$ cat src/rtl/uart_axil_pkg.sv
// uart_axil_pkg: shared constants and state encodings for the UART-to-AXI-lite bridge
package uart_axil_pkg;
  localparam logic [7:0] CMD_WR = 8'h57;
  localparam logic [7:0] CMD_RD = 8'h52;
  localparam logic [7:0] RSP_OK = 8'h4B;
  localparam logic [7:0] RSP_ERR = 8'h45;
  localparam logic [1:0] RESP_OKAY = 2'b00;
  typedef enum logic [3:0] {IDLE, CMD, ADDR, DATA, WR, WB, RD, RR, RSP} state_t;
  typedef enum logic [1:0] {R_IDLE, R_START, R_DATA, R_STOP} rx_state_t;
endpackage

$ cat src/rtl/uart_axil_serdes.sv
// uart_axil_serdes: 8-N-1 receiver with 2-flop synchroniser plus matching transmitter
module uart_axil_serdes
  import uart_axil_pkg::*;
#(
  parameter int DIV = 87
) (
  input  logic       clk,
  input  logic       rst,
  input  logic       rx,
  input  logic [7:0] tx_data,
  input  logic       tx_start,
  output logic [7:0] rx_data,
  output logic       rx_valid,
  output logic       rx_ferr,
  output logic       tx,
  output logic       tx_busy
);
  localparam int CW = $clog2(DIV);
  localparam logic [CW-1:0] HALF = CW'(DIV / 2 - 1);
  localparam logic [CW-1:0] LAST = CW'(DIV - 1);
  rx_state_t rs;
  logic [2:0] rx_sync;
  logic [CW-1:0] rc, tc;
  logic [2:0] rb;
  logic [3:0] tn;
  logic [8:0] ts;
  // two synchroniser flops plus one history flop for falling-edge detection
  always_ff @(posedge clk) rx_sync <= rst ? 3'b111 : {rx_sync[1:0], rx};
  // receiver: confirm start at mid-bit, shift data LSB-first, check stop bit
  always_ff @(posedge clk)
    if (rst) begin
      rs <= R_IDLE;
      rc <= '0;
      rb <= '0;
      rx_data <= '0;
      rx_valid <= 1'b0;
      rx_ferr <= 1'b0;
    end else begin
      rx_valid <= 1'b0;
      rx_ferr <= 1'b0;
      rc <= rc + 1'b1;
      case (rs)
        R_IDLE: begin
          rc <= '0;
          if (rx_sync[2] && !rx_sync[1]) rs <= R_START;
        end
        R_START: if (rc == HALF) begin
          rc <= '0;
          rb <= '0;
          rs <= rx_sync[1] ? R_IDLE : R_DATA;
        end
        R_DATA: if (rc == LAST) begin
          rc <= '0;
          rx_data <= {rx_sync[1], rx_data[7:1]};
          rb <= rb + 1'b1;
          if (rb == 3'd7) rs <= R_STOP;
        end
        R_STOP: if (rc == LAST) begin
          rs <= R_IDLE;
          rx_valid <= rx_sync[1];
          rx_ferr <= !rx_sync[1];
        end
        default: rs <= R_IDLE;
      endcase
    end
  // transmitter: start bit, 8 data bits, stop bit; busy covers the whole stop period
  always_ff @(posedge clk)
    if (rst) begin
      tx <= 1'b1;
      tx_busy <= 1'b0;
      ts <= '0;
      tc <= '0;
      tn <= '0;
    end else if (!tx_busy) begin
      tc <= '0;
      tn <= '0;
      if (tx_start) begin
        tx <= 1'b0;
        ts <= {1'b1, tx_data};
        tx_busy <= 1'b1;
      end
    end else if (tc == LAST) begin
      tc <= '0;
      tn <= tn + 1'b1;
      tx <= ts[0];
      ts <= {1'b1, ts[8:1]};
      if (tn == 4'd9) tx_busy <= 1'b0;
    end else tc <= tc + 1'b1;
endmodule

$ cat src/rtl/uart_axil_master.sv
// uart_axil_master: UART command parser driving a single-outstanding AXI-lite initiator
module uart_axil_master
  import uart_axil_pkg::*;
#(
  parameter int CLK_FREQ = 10_000_000,
  parameter int BAUD_RATE = 115_200,
  parameter int TIMEOUT_CYCLES = 1_000_000
) (
  input  logic        aclk,
  input  logic        areset,
  output logic [31:0] m_axi_lite_awaddr,
  output logic        m_axi_lite_awvalid,
  input  logic        m_axi_lite_awready,
  output logic [31:0] m_axi_lite_wdata,
  output logic        m_axi_lite_wvalid,
  input  logic        m_axi_lite_wready,
  input  logic [1:0]  m_axi_lite_bresp,
  input  logic        m_axi_lite_bvalid,
  output logic        m_axi_lite_bready,
  output logic [31:0] m_axi_lite_araddr,
  output logic        m_axi_lite_arvalid,
  input  logic        m_axi_lite_arready,
  input  logic [31:0] m_axi_lite_rdata,
  input  logic [1:0]  m_axi_lite_rresp,
  input  logic        m_axi_lite_rvalid,
  output logic        m_axi_lite_rready,
  input  logic        uart_rx,
  output logic        uart_tx,
  output logic        busy
);
  localparam int DIV = CLK_FREQ / BAUD_RATE;
  localparam int TW = $clog2(TIMEOUT_CYCLES + 1);
  state_t state;
  logic is_wr, rx_valid, rx_ferr, tx_busy, tx_start;
  logic [1:0] idx;
  logic [TW-1:0] tmo;
  logic [31:0] addr;
  logic [39:0] rsp_buf;
  logic [2:0] rsp_n;
  logic [7:0] rx_data, tx_byte;
  assign m_axi_lite_awaddr = addr;
  assign m_axi_lite_araddr = addr;
  assign busy = state != IDLE;
  uart_axil_serdes #(.DIV(DIV)) serdes (
    .clk(aclk), .rst(areset), .rx(uart_rx), .tx_data(tx_byte), .tx_start(tx_start),
    .rx_data(rx_data), .rx_valid(rx_valid), .rx_ferr(rx_ferr), .tx(uart_tx), .tx_busy(tx_busy)
  );
  // command parser, bus sequencing and reply queueing in one registered FSM
  always_ff @(posedge aclk)
    if (areset) begin
      state <= IDLE;
      is_wr <= 1'b0;
      idx <= '0;
      tmo <= '0;
      addr <= '0;
      m_axi_lite_wdata <= '0;
      m_axi_lite_awvalid <= 1'b0;
      m_axi_lite_wvalid <= 1'b0;
      m_axi_lite_bready <= 1'b0;
      m_axi_lite_arvalid <= 1'b0;
      m_axi_lite_rready <= 1'b0;
      rsp_buf <= '0;
      rsp_n <= '0;
      tx_byte <= '0;
      tx_start <= 1'b0;
    end else case (state)
      IDLE: if (rx_valid && (rx_data == CMD_WR || rx_data == CMD_RD)) begin
        is_wr <= rx_data == CMD_WR;
        state <= CMD;
      end
      CMD: begin
        idx <= '0;
        tmo <= '0;
        state <= ADDR;
      end
      ADDR, DATA: begin
        if (rx_ferr) state <= IDLE;
        else if (rx_valid) begin
          tmo <= '0;
          idx <= idx + 1'b1;
          if (state == ADDR) addr <= {rx_data, addr[31:8]};
          else m_axi_lite_wdata <= {rx_data, m_axi_lite_wdata[31:8]};
          if (idx == 2'd3) begin
            state <= state == DATA ? WR : is_wr ? DATA : RD;
            m_axi_lite_awvalid <= state == DATA;
            m_axi_lite_wvalid <= state == DATA;
            m_axi_lite_arvalid <= state == ADDR && !is_wr;
          end
        end else if (tmo == TW'(TIMEOUT_CYCLES - 1)) state <= IDLE;
        else tmo <= tmo + 1'b1;
      end
      WR: begin
        if (m_axi_lite_awready) m_axi_lite_awvalid <= 1'b0;
        if (m_axi_lite_wready) m_axi_lite_wvalid <= 1'b0;
        if ((!m_axi_lite_awvalid || m_axi_lite_awready) && (!m_axi_lite_wvalid || m_axi_lite_wready)) begin
          m_axi_lite_bready <= 1'b1;
          state <= WB;
        end
      end
      WB: if (m_axi_lite_bvalid) begin
        m_axi_lite_bready <= 1'b0;
        rsp_buf <= {32'h0, m_axi_lite_bresp == RESP_OKAY ? RSP_OK : RSP_ERR};
        rsp_n <= 3'd1;
        state <= RSP;
      end
      RD: if (m_axi_lite_arready) begin
        m_axi_lite_arvalid <= 1'b0;
        m_axi_lite_rready <= 1'b1;
        state <= RR;
      end
      RR: if (m_axi_lite_rvalid) begin
        m_axi_lite_rready <= 1'b0;
        rsp_buf <= m_axi_lite_rresp == RESP_OKAY ? {m_axi_lite_rdata, RSP_OK} : {32'h0, RSP_ERR};
        rsp_n <= m_axi_lite_rresp == RESP_OKAY ? 3'd5 : 3'd1;
        state <= RSP;
      end
      RSP: begin
        if (tx_start) tx_start <= 1'b0;
        else if (!tx_busy) begin
          if (rsp_n == 3'd0) state <= IDLE;
          else begin
            tx_byte <= rsp_buf[7:0];
            rsp_buf <= {8'h0, rsp_buf[39:8]};
            rsp_n <= rsp_n - 3'd1;
            tx_start <= 1'b1;
          end
        end
      end
      default: state <= IDLE;
    endcase
endmodule

$ cat config.mk
export PLATFORM = sky130hd
export DESIGN_NAME = uart_axil_master
export DESIGN_NICKNAME = d
export VERILOG_FILES = /design/src/rtl/uart_axil_pkg.sv /design/src/rtl/uart_axil_serdes.sv /design/src/rtl/uart_axil_master.sv
export SDC_FILE = /design/constraint.sdc
export NUM_CORES = 1
export LEC_CHECK = 0
export ABC_AREA = 1
export BUFFER_PORTS_ARGS = -buffer_cell sky130_fd_sc_hd__clkbuf_2
export CAP_MARGIN = 0
export CORE_ASPECT_RATIO = 2
export CORE_MARGIN = 8
export CORE_UTILIZATION = 50
export CTS_BUF_LIST = sky130_fd_sc_hd__clkbuf_8
export CTS_CLUSTER_DIAMETER = 30
export DETAILED_ROUTE_END_ITERATION = 10
export HOLD_SLACK_MARGIN = 0.08
export PLACE_DENSITY = 0.8
export SYNTH_ARGS = -nofsm -noshare
export SYNTH_HDL_FRONTEND = slang
export SYNTH_HIERARCHICAL = 1
export SYNTH_SLANG_ARGS = --single-unit
$ cat constraint.sdc
create_clock -name aclk -period 2.26 [get_ports aclk]
set_input_delay 0.452 -clock aclk [delete_from_list [all_inputs] [get_ports aclk]]
set_output_delay 0.452 -clock aclk [all_outputs]
set_load 0.01 [all_outputs]
==> results of run 1 <==
cell usage in the layout (no fill, tap or decap), drive strengths merged, types with 3 or more instances in the layout:
cell type	count
inv	114
nor2	246
nor3	7
xor2	5
a22oi	3
or2	8
o21ai	87
buf	20
nand2	244
clkinvlp	4
dfxtp	195
nand3b	10
a22o	24
nand4	11
clkbuf	163
ha	13
nand3	100
a21oi	95
cell families after synthesis:
group,synth area share
buffers and inverters,0.106
adder cells (fa/ha/maj),0.0178
flip-flops,0.427
AND/OR/NAND/NOR,0.306
AO/OA/AOI/OAI,0.137
XOR/XNOR,0.00671
worst min path at each step:
stage | end | slack (ns) | cells after the start
floorplan | serdes/rx_sync[1] | 0.39 | 1
global placement | serdes/rx_sync[1] | 0.39 | 1
detailed placement | serdes/rx_sync[1] | 0.40 | 1
CTS | serdes/rx_sync[0] | 0.13 | 2
global route | serdes/rx_sync[0] | 0.12 | 2
finish | serdes/rx_sync[0] | 0.16 | 2
worst max-delay path: stages (launching register included):
cell and delay, ns:
dfxtp_1 0.43, inv_2 0.09, nand2_2 0.09, nor2_1 0.25, inv_1 0.13, clkbuf_2 0.15
layer usage:
layer,GRT usage,up-vias
met5,0,-
met4,0.116,0
met3,0.0312,67
met2,0.383,184
met1,0.200,3877
li1,-,4206
power by group:
group,internal (uW),switching (uW)
Clock,1020,1310
Sequential,3440,8.34
Combinational,53.7,101
Total,4510,1410
stage by stage:
stage	hold slack (ns)	area (sq um)	setup WS [ns]	total power, uW
floorplan	0.389	9140	0.759	3610
global placement	0.393	9760	0.479	3680
detailed placement	0.399	9760	0.453	3680
CTS	0.130	10200	0.0667	5970
global route	0.124	10200	0.104	6140
finish	0.156	10200	0.196	5920
area by class of cell:
cell class | count | area share
multi-input combinational | 864 | 0.420
clock inverter | 15 | 0.0171
timing repair buffer | 166 | 0.0891
inverter | 107 | 0.0402
clock buffer | 17 | 0.0230
sequential | 195 | 0.384
tap | 216 | 0.0266
cells in the mapped netlist, drive strengths merged:
| cell type | n | area share |
|---|---|---|
| a211oi | 1 | 0.00082 |
| a21boi | 2 | 0.0016 |
| a21oi | 95 | 0.059 |
| a221oi | 1 | 0.00096 |
| a22o | 24 | 0.023 |
| a22oi | 3 | 0.0025 |
| a2bb2oi | 1 | 0.00096 |
| and3 | 1 | 0.00068 |
| buf | 62 | 0.051 |
| clkbuf | 24 | 0.0099 |
| clkinv | 2 | 0.00082 |
| dfxtp | 195 | 0.43 |
| ha | 13 | 0.018 |
| inv | 105 | 0.044 |
| nand2 | 244 | 0.11 |
| nand3 | 100 | 0.056 |
| nand3b | 10 | 0.0096 |
| nand4 | 11 | 0.0075 |
| nor2 | 246 | 0.11 |
| nor3 | 7 | 0.0051 |
| nor3b | 2 | 0.0016 |
| nor4 | 1 | 0.00068 |
| o21ai | 87 | 0.048 |
| or2 | 8 | 0.0055 |
| xnor2 | 2 | 0.0019 |
| xor2 | 5 | 0.0048 |
sequential cells by signal, indices dropped and copies added (netlist names), 8 cells and up, named ones only:
| register | count |
|---|---|
| serdes/ts | 9 |
| serdes/rx_data | 8 |
| tx_byte | 8 |
| m_axi_lite_araddr | 32 |
| rsp_buf | 40 |
| m_axi_lite_wdata | 32 |
| tmo | 20 |
==> results.sh, run 1 <==
export IMPL_status="complete, no violations"
export IMPL_syn_num_nets=1309
export IMPL_num_nets_final=1408
export IMPL_final_max_slew_violation_count=0
export IMPL_min_from="uart_rx"
export IMPL_clk_latency_ns=0.47
export IMPL_r2r_end="tmo[18]"
export IMPL_place_congestion=0.877
export IMPL_drive_gt1_frac=0.198
export IMPL_startpoint="state[1]"
export IMPL_wl_mm=23.3
export IMPL_fin_setup_tns_ns=0
export IMPL_synth_area_sq_um=9140
export IMPL_routed_top_layer="met4"
export IMPL_start_kind="flip-flop"
export IMPL_grt_max_degree=82
export IMPL_chipHeight_microns=207
export IMPL_vias=8334
export IMPL_io_pin_count=147
export IMPL_ys_seq_elements=195
export IMPL_core_sq_um=18100
export IMPL_tightest_slew_ns=0.540
export IMPL_finalSetupViolCount=0
export IMPL_start_util=0.504
export IMPL_drc=0
export IMPL_endpoint_kind="output port"
export IMPL_synthCells=1252
export IMPL_io_buffers=146
export IMPL_cts_root_buffer="clkbuf_8"
export IMPL_ys_warn_count=6
export IMPL_synth_avg_cell_area_sq_um=7.30
export IMPL_cts_resized=0
export IMPL_slew_limit_headroom=0.640
export IMPL_multi_input_area_sq_um=4270
export IMPL_dpl_cell_count=1547
export IMPL_cts_num_sinks=195
export IMPL_met1_length_mm=8.51
export IMPL_rsz0062_at_grt="false"
export IMPL_period_minus_slack_ns=2.06
export IMPL_crit_arrival_ns=1.61
export IMPL_rr_worst_depth=10
export IMPL_hold_path_class="in -> reg"
export IMPL_peakVddDrop_mv=0.360
export IMPL_clockBufferDepth=2
export IMPL_ant_nets=0
export IMPL_wl_met2_mm=13.1
export IMPL_p_per_area_nw_per_um2=582
export IMPL_final_util=0.561
export IMPL_wire_per_inst_microns=14.8
export IMPL_cts_buffers=17
export IMPL_std_cell_rows=70
export IMPL_wl_met3_microns=778
export IMPL_crit_fanout=8
export IMPL_area_growth_pct=11.2
export IMPL_fin_crit_sh=0.913
export IMPL_ys_seq_area_frac=0.427
export IMPL_diodes=0
export IMPL_overflow=0
export IMPL_antenna_found_initial=0
export IMPL_r2r_slack_ns=0.36
export IMPL_grt_first_pass_wirelength_mm=38.8
export IMPL_grt_pass1_vias=8137
export IMPL_cts_tree="built"
export IMPL_skew_ns=0.0197
export IMPL_cp_required_ns=1.81
export IMPL_postCtsHoldBufs=0
export IMPL_p_leak_uw=0.00466
export IMPL_seqCellArea_sq_um=3900
export IMPL_fp_dieArea_sq_um=23100
export IMPL_drtIter0Drc=498
export IMPL_clkTransAtPathRegs_ns=0.11
export IMPL_fin_cells=1580
export IMPL_r2r_start="tmo[0]"
export IMPL_maxCapViolCount=0
export IMPL_chipWidth_microns=112
export IMPL_timing_final_hold_violations=0
export IMPL_max_freq_mhz=484
export IMPL_crit_end="busy"
export IMPL_dr_pass1_iters=5
export IMPL_hpwlAfterDp_mm=17.0
export IMPL_grt_use_total=0.201
export IMPL_viasPerCell=5.27
export IMPL_fillers=1721
export IMPL_synth_distinct_cells=43
export IMPL_post_cts_setup_buffers=0
export IMPL_critical_path_class="reg -> out"
export IMPL_htree_levels=4
No activity file was read; power rests on OpenSTA's default activity.
==> run 2, diff against run 1 <==
Settings changed: CORE_MARGIN 8 to 2, CTS_CLUSTER_SIZE from default to 12.
==> run 2 against run 1 <==
Combinational power rose by 3%. Cell count fell by 0.25%. Fmax fell by 3.2%. Critical path depth did not move. Worst setup slack got worse by 0.068 ns. Via count fell by 0.14%. Die area fell by 16%. Sequential share of layout area rose by 0.20 points. Final area fell by 0.52%. Sequential power barely moved. Largest cell class unchanged. Largest power group unchanged.
==> results.sh, run 2 (synthesized netlist as in run 1, its figures left out) <==
export IMPL_status="complete, no violations"
export IMPL_io_buffers=146
export IMPL_vias=8322
export IMPL_p_per_area_nw_per_um2=574
export IMPL_fin_crit_sh=0.944
export IMPL_endpoint_kind="output port"
export IMPL_cts_resized=0
export IMPL_clkTransAtPathRegs_ns=0.10
export IMPL_grt_use_total=0.231
export IMPL_drc=0
export IMPL_critPathMaxStageDelay_ns=0.39
export IMPL_diodes=0
export IMPL_area_growth_pct=10.7
export IMPL_slew_limit_headroom=0.648
export IMPL_viasPerCell=5.28
export IMPL_crit_fanout=7
export IMPL_grt_first_pass_wirelength_mm=36.7
export IMPL_postCtsHoldBufs=0
export IMPL_clockBufferDepth=2
export IMPL_crit_arrival_ns=1.68
export IMPL_p_leak_uw=0.00463
export IMPL_peakVddDrop_mv=0.325
export IMPL_slowest_stage="dfxtp_1"
export IMPL_grt_pass1_vias=7848
export IMPL_period_minus_slack_ns=2.13
export IMPL_skew_ns=0.0151
export IMPL_dr_pass1_iters=5
export IMPL_start_kind="flip-flop"
export IMPL_ant_nets=0
export IMPL_max_freq_mhz=469
export IMPL_largest_reg_flops=40
export IMPL_grt_max_degree=44
export IMPL_final_util=0.558
export IMPL_mostFrequentLayoutCell="nor2_1"
export IMPL_maxCapViolCount=0
export IMPL_start_util=0.504
export IMPL_hpwlAfterDp_mm=16.0
export IMPL_wl_mm=22.2
export IMPL_hold_path_class="in -> reg"
export IMPL_num_nets_final=1404
export IMPL_cts_tree="built"
export IMPL_cp_required_ns=1.81
export IMPL_clk_latency_ns=0.48
export IMPL_cts_num_sinks=195
export IMPL_largest_register="rsp_buf"
export IMPL_io_pin_count=147
export IMPL_core_sq_um=18100
export IMPL_htree_levels=4
export IMPL_finalSetupViolCount=0
export IMPL_wire_per_inst_microns=14.1
export IMPL_antenna_found_initial=0
export IMPL_critical_path_class="reg -> out"
export IMPL_layout_common_cells="nor2_1 (234), nand2_1 (229), dfxtp_1 (195)"
export IMPL_overflow=0
export IMPL_cp_cell_sequence="nor2_4, inv_2, nor2_1, inv_1, clkbuf_2"
export IMPL_std_cell_rows=70
export IMPL_chipHeight_microns=195
export IMPL_cts_buffers=17
export IMPL_fp_dieArea_sq_um=19500
export IMPL_cts_root_buffer="clkbuf_8"
export IMPL_timing_final_hold_violations=0
export IMPL_post_cts_setup_buffers=0
export IMPL_drtIter0Drc=451
export IMPL_chipWidth_microns=99.6
export IMPL_fin_setup_tns_ns=0
export IMPL_drive_gt1_frac=0.196
export IMPL_rsz0062_at_grt="false"
export IMPL_final_max_slew_violation_count=0
export IMPL_place_congestion=0.862
export IMPL_tightest_slew_ns=0.528
## run 2: cell count changes in the layout (fill, tap and decap cells not counted), moves of 2 or more
cell	delta
buf_4	-5
clkbuf_8	+3
clkinv_2	+2
clkinv_4	+3
clkinvlp_4	-2
inv_8	-3
## run 2: critical path: cells and delay by family, from the launching register on
kind	cells	cell delay, ns
simple gates	2	0.43
flops	1	0.39
buf+inv	3	0.40
## run 2: per-layer routing
layer	wire length, microns	vias up	global-route usage
met1	8370	3835	0.251
met2	11900	206	0.413
met5	0	-	0
met4	1150	0	0.131
li1	-	4204	-
met3	779	77	0.0383
## run 2: area by class of cell
type | count | area, sq um
multi-input combinational | 865 | 4290
sequential | 195 | 3900
inverter | 107 | 409
tap | 216 | 270
clock inverter | 12 | 106
timing repair buffer | 161 | 868
clock buffer | 20 | 275
fill | 1707 | 8010
## run 2: worst paths after layout
path | slack, ns | endpoint | from | depth (start not counted)
max reg2reg | 0.31 | rsp_buf[32] | state[1] | 8
min | 0.15 | serdes/rx_sync[0] | uart_rx | 2
max | 0.13 | busy | state[2] | 5
min reg2reg | 0.42 | serdes/rx_sync[1] | serdes/rx_sync[0] | 1
## run 2: power by group
group | switching (uW) | total [uW] | internal, uW
registers | 7.95 | 3450 | 3440
clock network | 1240 | 2200 | 961
logic | 102 | 159 | 57.1
## run 2: per-stage QoR
step | power [uW] | hold slack (ns) | setup WS (ns) | instance area (sq um) | instances
floorplan | 3610 | 0.389 | 0.759 | 9140 | 1252
global placement | 3690 | 0.397 | 0.278 | 9730 | 1543
detailed placement | 3690 | 0.400 | 0.210 | 9730 | 1543
CTS | 5840 | 0.135 | 0.109 | 10100 | 1575
global route | 6000 | 0.136 | 0.0195 | 10100 | 1576
finish | 5810 | 0.155 | 0.127 | 10100 | 1576
==> run 3, diff against run 2 <==
Settings changed: GPL_TIMING_DRIVEN from default to 0, REMOVE_ABC_BUFFERS from default to 1, SYNTH_HIERARCHICAL 1 to default.
==> run 3 against run 2 <==
Non-clock buffer count fell by 7. Wire length fell by 2.4%. Via count rose by 0.20%. Sequential cell count did not move. Synthesized cell count fell by 2.4%. Global-route usage fell by 0.14 points. Final area fell by 2.4%. Critical path depth did not move. Power rose by 5.1%. Critical path type unchanged. Critical endpoint unchanged.
==> results.sh, run 3 <==
export IMPL_clockBufferDepth=2
export IMPL_fin_cells=1530
export IMPL_io_pin_count=147
export IMPL_p_leak_uw=0.00395
export IMPL_fin_ws_ns=0.151
export IMPL_pwr_share_clk=0.376
export IMPL_cts_buffers=17
export IMPL_synthCells=1222
export IMPL_postCtsHoldBufs=0
export IMPL_area_growth_pct=11.9
export IMPL_drtIter0Drc=519
export IMPL_netSwitchingPower_uw=1600
export IMPL_place_ws_ns=-1.80
export IMPL_fin_crit_sh=0.933
export IMPL_swShare=0.262
export IMPL_period_minus_slack_ns=2.11
export IMPL_dr_pass1_iters=5
export IMPL_ant_nets=0
export IMPL_cp_required_ns=1.81
export IMPL_synth_top_cell_by_area="dfxtp_1"
export IMPL_r2r_start="state[3]"
export IMPL_max_freq_mhz=474
export IMPL_grt_pass1_vias=7846
export IMPL_crit_arrival_ns=1.66
export IMPL_core_sq_um=17300
export IMPL_pwr_share_seq=0.573
export IMPL_synth_top_area_share=0.442
export IMPL_synth_distinct_cells=35
export IMPL_min_from="m_axi_lite_rvalid"
export IMPL_vias=8339
export IMPL_synth_avg_cell_area_sq_um=7.22
export IMPL_ys_warn_count=0
export IMPL_num_nets_final=1370
export IMPL_final_util=0.572
export IMPL_ys_seq_area_frac=0.442
export IMPL_skew_ns=0.0184
export IMPL_peakVddDrop_mv=0.423
export IMPL_p_per_area_nw_per_um2=618
export IMPL_fp_dieArea_sq_um=18800
export IMPL_cts_num_sinks=195
export IMPL_synth_edf_count=0
export IMPL_wire_per_inst_microns=14.1
export IMPL_start_util=0.511
export IMPL_timing_final_hold_violations=0
export IMPL_largest_reg_flops=40
export IMPL_synth_async_reset_ratio=0
export IMPL_mostFrequentLayoutCell="nand2_1"
export IMPL_intPower_uw=4510
export IMPL_rsz0062_at_grt="false"
export IMPL_grt_first_pass_wirelength_mm=36.0
export IMPL_cts_tree="built"
export IMPL_grt_use_total=0.229
export IMPL_placed_area_sq_um=9340
export IMPL_largest_register="rsp_buf"
export IMPL_crit_fanout=36
export IMPL_cp_cell_sequence="inv_8, nand2_1, nor2_2, inv_1, clkbuf_2"
export IMPL_fillers=1630
export IMPL_endpoint_kind="output port"
export IMPL_finalSetupViolCount=0
export IMPL_synth_area_sq_um=8830
export IMPL_final_max_slew_violation_count=0
export IMPL_synth_common_cells="nand2_1 (282), dfxtp_1 (195), nand3_1 (141)"
export IMPL_slowest_stage="dfxtp_2"
export IMPL_power_share_combinational=0.051
export IMPL_antenna_found_initial=0
export IMPL_std_cell_rows=68
export IMPL_critical_path_class="reg -> out"
export IMPL_maxCapViolCount=0
export IMPL_io_buffers=146
export IMPL_synth_most_common_cell="nand2_1"
export IMPL_tightest_slew_ns=0.846
export IMPL_critPathMaxStageDelay_ns=0.40
export IMPL_synth_area_leaders="dfxtp_1 (44%), nand2_1 (12%), nand3_1 (8.0%)"
export IMPL_startpoint="state[0]"
export IMPL_chipHeight_microns=192
export IMPL_drive_gt1_frac=0.173
export IMPL_dpl_cell_count=1488
export IMPL_finalPower_uw=6110
export IMPL_clkTransAtPathRegs_ns=0.10
export IMPL_hold_path_class="in -> reg"
export IMPL_layout_common_cells="nand2_1 (280), dfxtp_1 (194), clkbuf_2 (145)"
export IMPL_ys_seq_elements=195
export IMPL_clk_latency_ns=0.47
export IMPL_htree_levels=4
export IMPL_drc=0
export IMPL_slew_limit_headroom=0.435
export IMPL_ys_flop_type="dfxtp_1"
export IMPL_cts_root_buffer="clkbuf_8"
export IMPL_chipWidth_microns=97.9
export IMPL_design_area_sq_um=9880
export IMPL_wl_mm=21.6
export IMPL_status="complete, no violations"
export IMPL_hpwlAfterDp_mm=14.3
export IMPL_start_kind="flip-flop"
export IMPL_overflow=0
export IMPL_diodes=0
export IMPL_place_congestion=0.886
export IMPL_grt_max_degree=71
export IMPL_viasPerCell=5.45
-- run 3: repair_timing --
item / 4_1_cts / 5_1_grt
buffers inserted: 6 / 0
endpoints found under the setup margin: 149 / 61
pin swaps: 5 / 2
endpoints found under the hold margin: 0 / 0
gates cloned: 5 / 0
gates resized for setup: 14 / 5
-- run 3: per-stage QoR --
step	hold slack, ns	setup TNS [ns]
after floorplan	0.389	-9.34
final	0.165	0
after CTS	0.154	0
after global placement	0.440	-265.09
after global routing	0.165	0
after detailed placement	0.451	-125.62
-- run 3: area by class of cell --
class	instances	area, sq um	share of cell area
clock buffers	17	234	0.0237
clock inverters	14	166	0.0168
inverters	106	412	0.0417
multi-input cells	833	4050	0.409
flip-flops and latches	195	3910	0.395
well taps	210	263	0.0266
repair buffers	154	846	0.0856
repair inverters	1	7.51	0.000760
-- run 3: worst paths after layout --
kind                        end  slack [ns]  depth (start not counted)
min reg2reg  m_axi_lite_arvalid        0.47                          2
min           m_axi_lite_rready        0.16                          2
max reg2reg              tmo[1]        0.16                          8
max                        busy        0.15                          5
-- run 3: cells by family (layout without fill, tap and decap cells) --
logic type,after synthesis,in the layout,share of synthesized area
compound gates,213,213,0.130
xor+xnor,3,3,0.00298
fa+ha+maj,18,18,0.0255
buf+inv,198,292,0.106
flops,195,195,0.442
simple gates,595,599,0.293
-- run 3: routing by layer --
layer  track usage  wire length [microns]
met1         0.252                   8300
met2         0.421                  11400
met3        0.0400                   1180
met4         0.108                    750
met5             0                      0
-- run 3: critical path: cells and delay by family (launching register included) --
| kind | cells | cell delay (ns) |
|---|---|---|
| buffers and inverters | 3 | 0.44 |
| DFF | 1 | 0.40 |
| and+or+nand+nor | 2 | 0.36 |
-- run 3: power by group through the flow --
stage,Clock [uW],Sequential (uW),Combinational [uW]
5_1_grt,2470,3510,352
4_1_cts,2340,3500,308
3_3_place_gp,0,3580,283
3_5_place_dp,0,3580,304
2_1_floorplan,0,3570,176
6_report,2300,3500,309
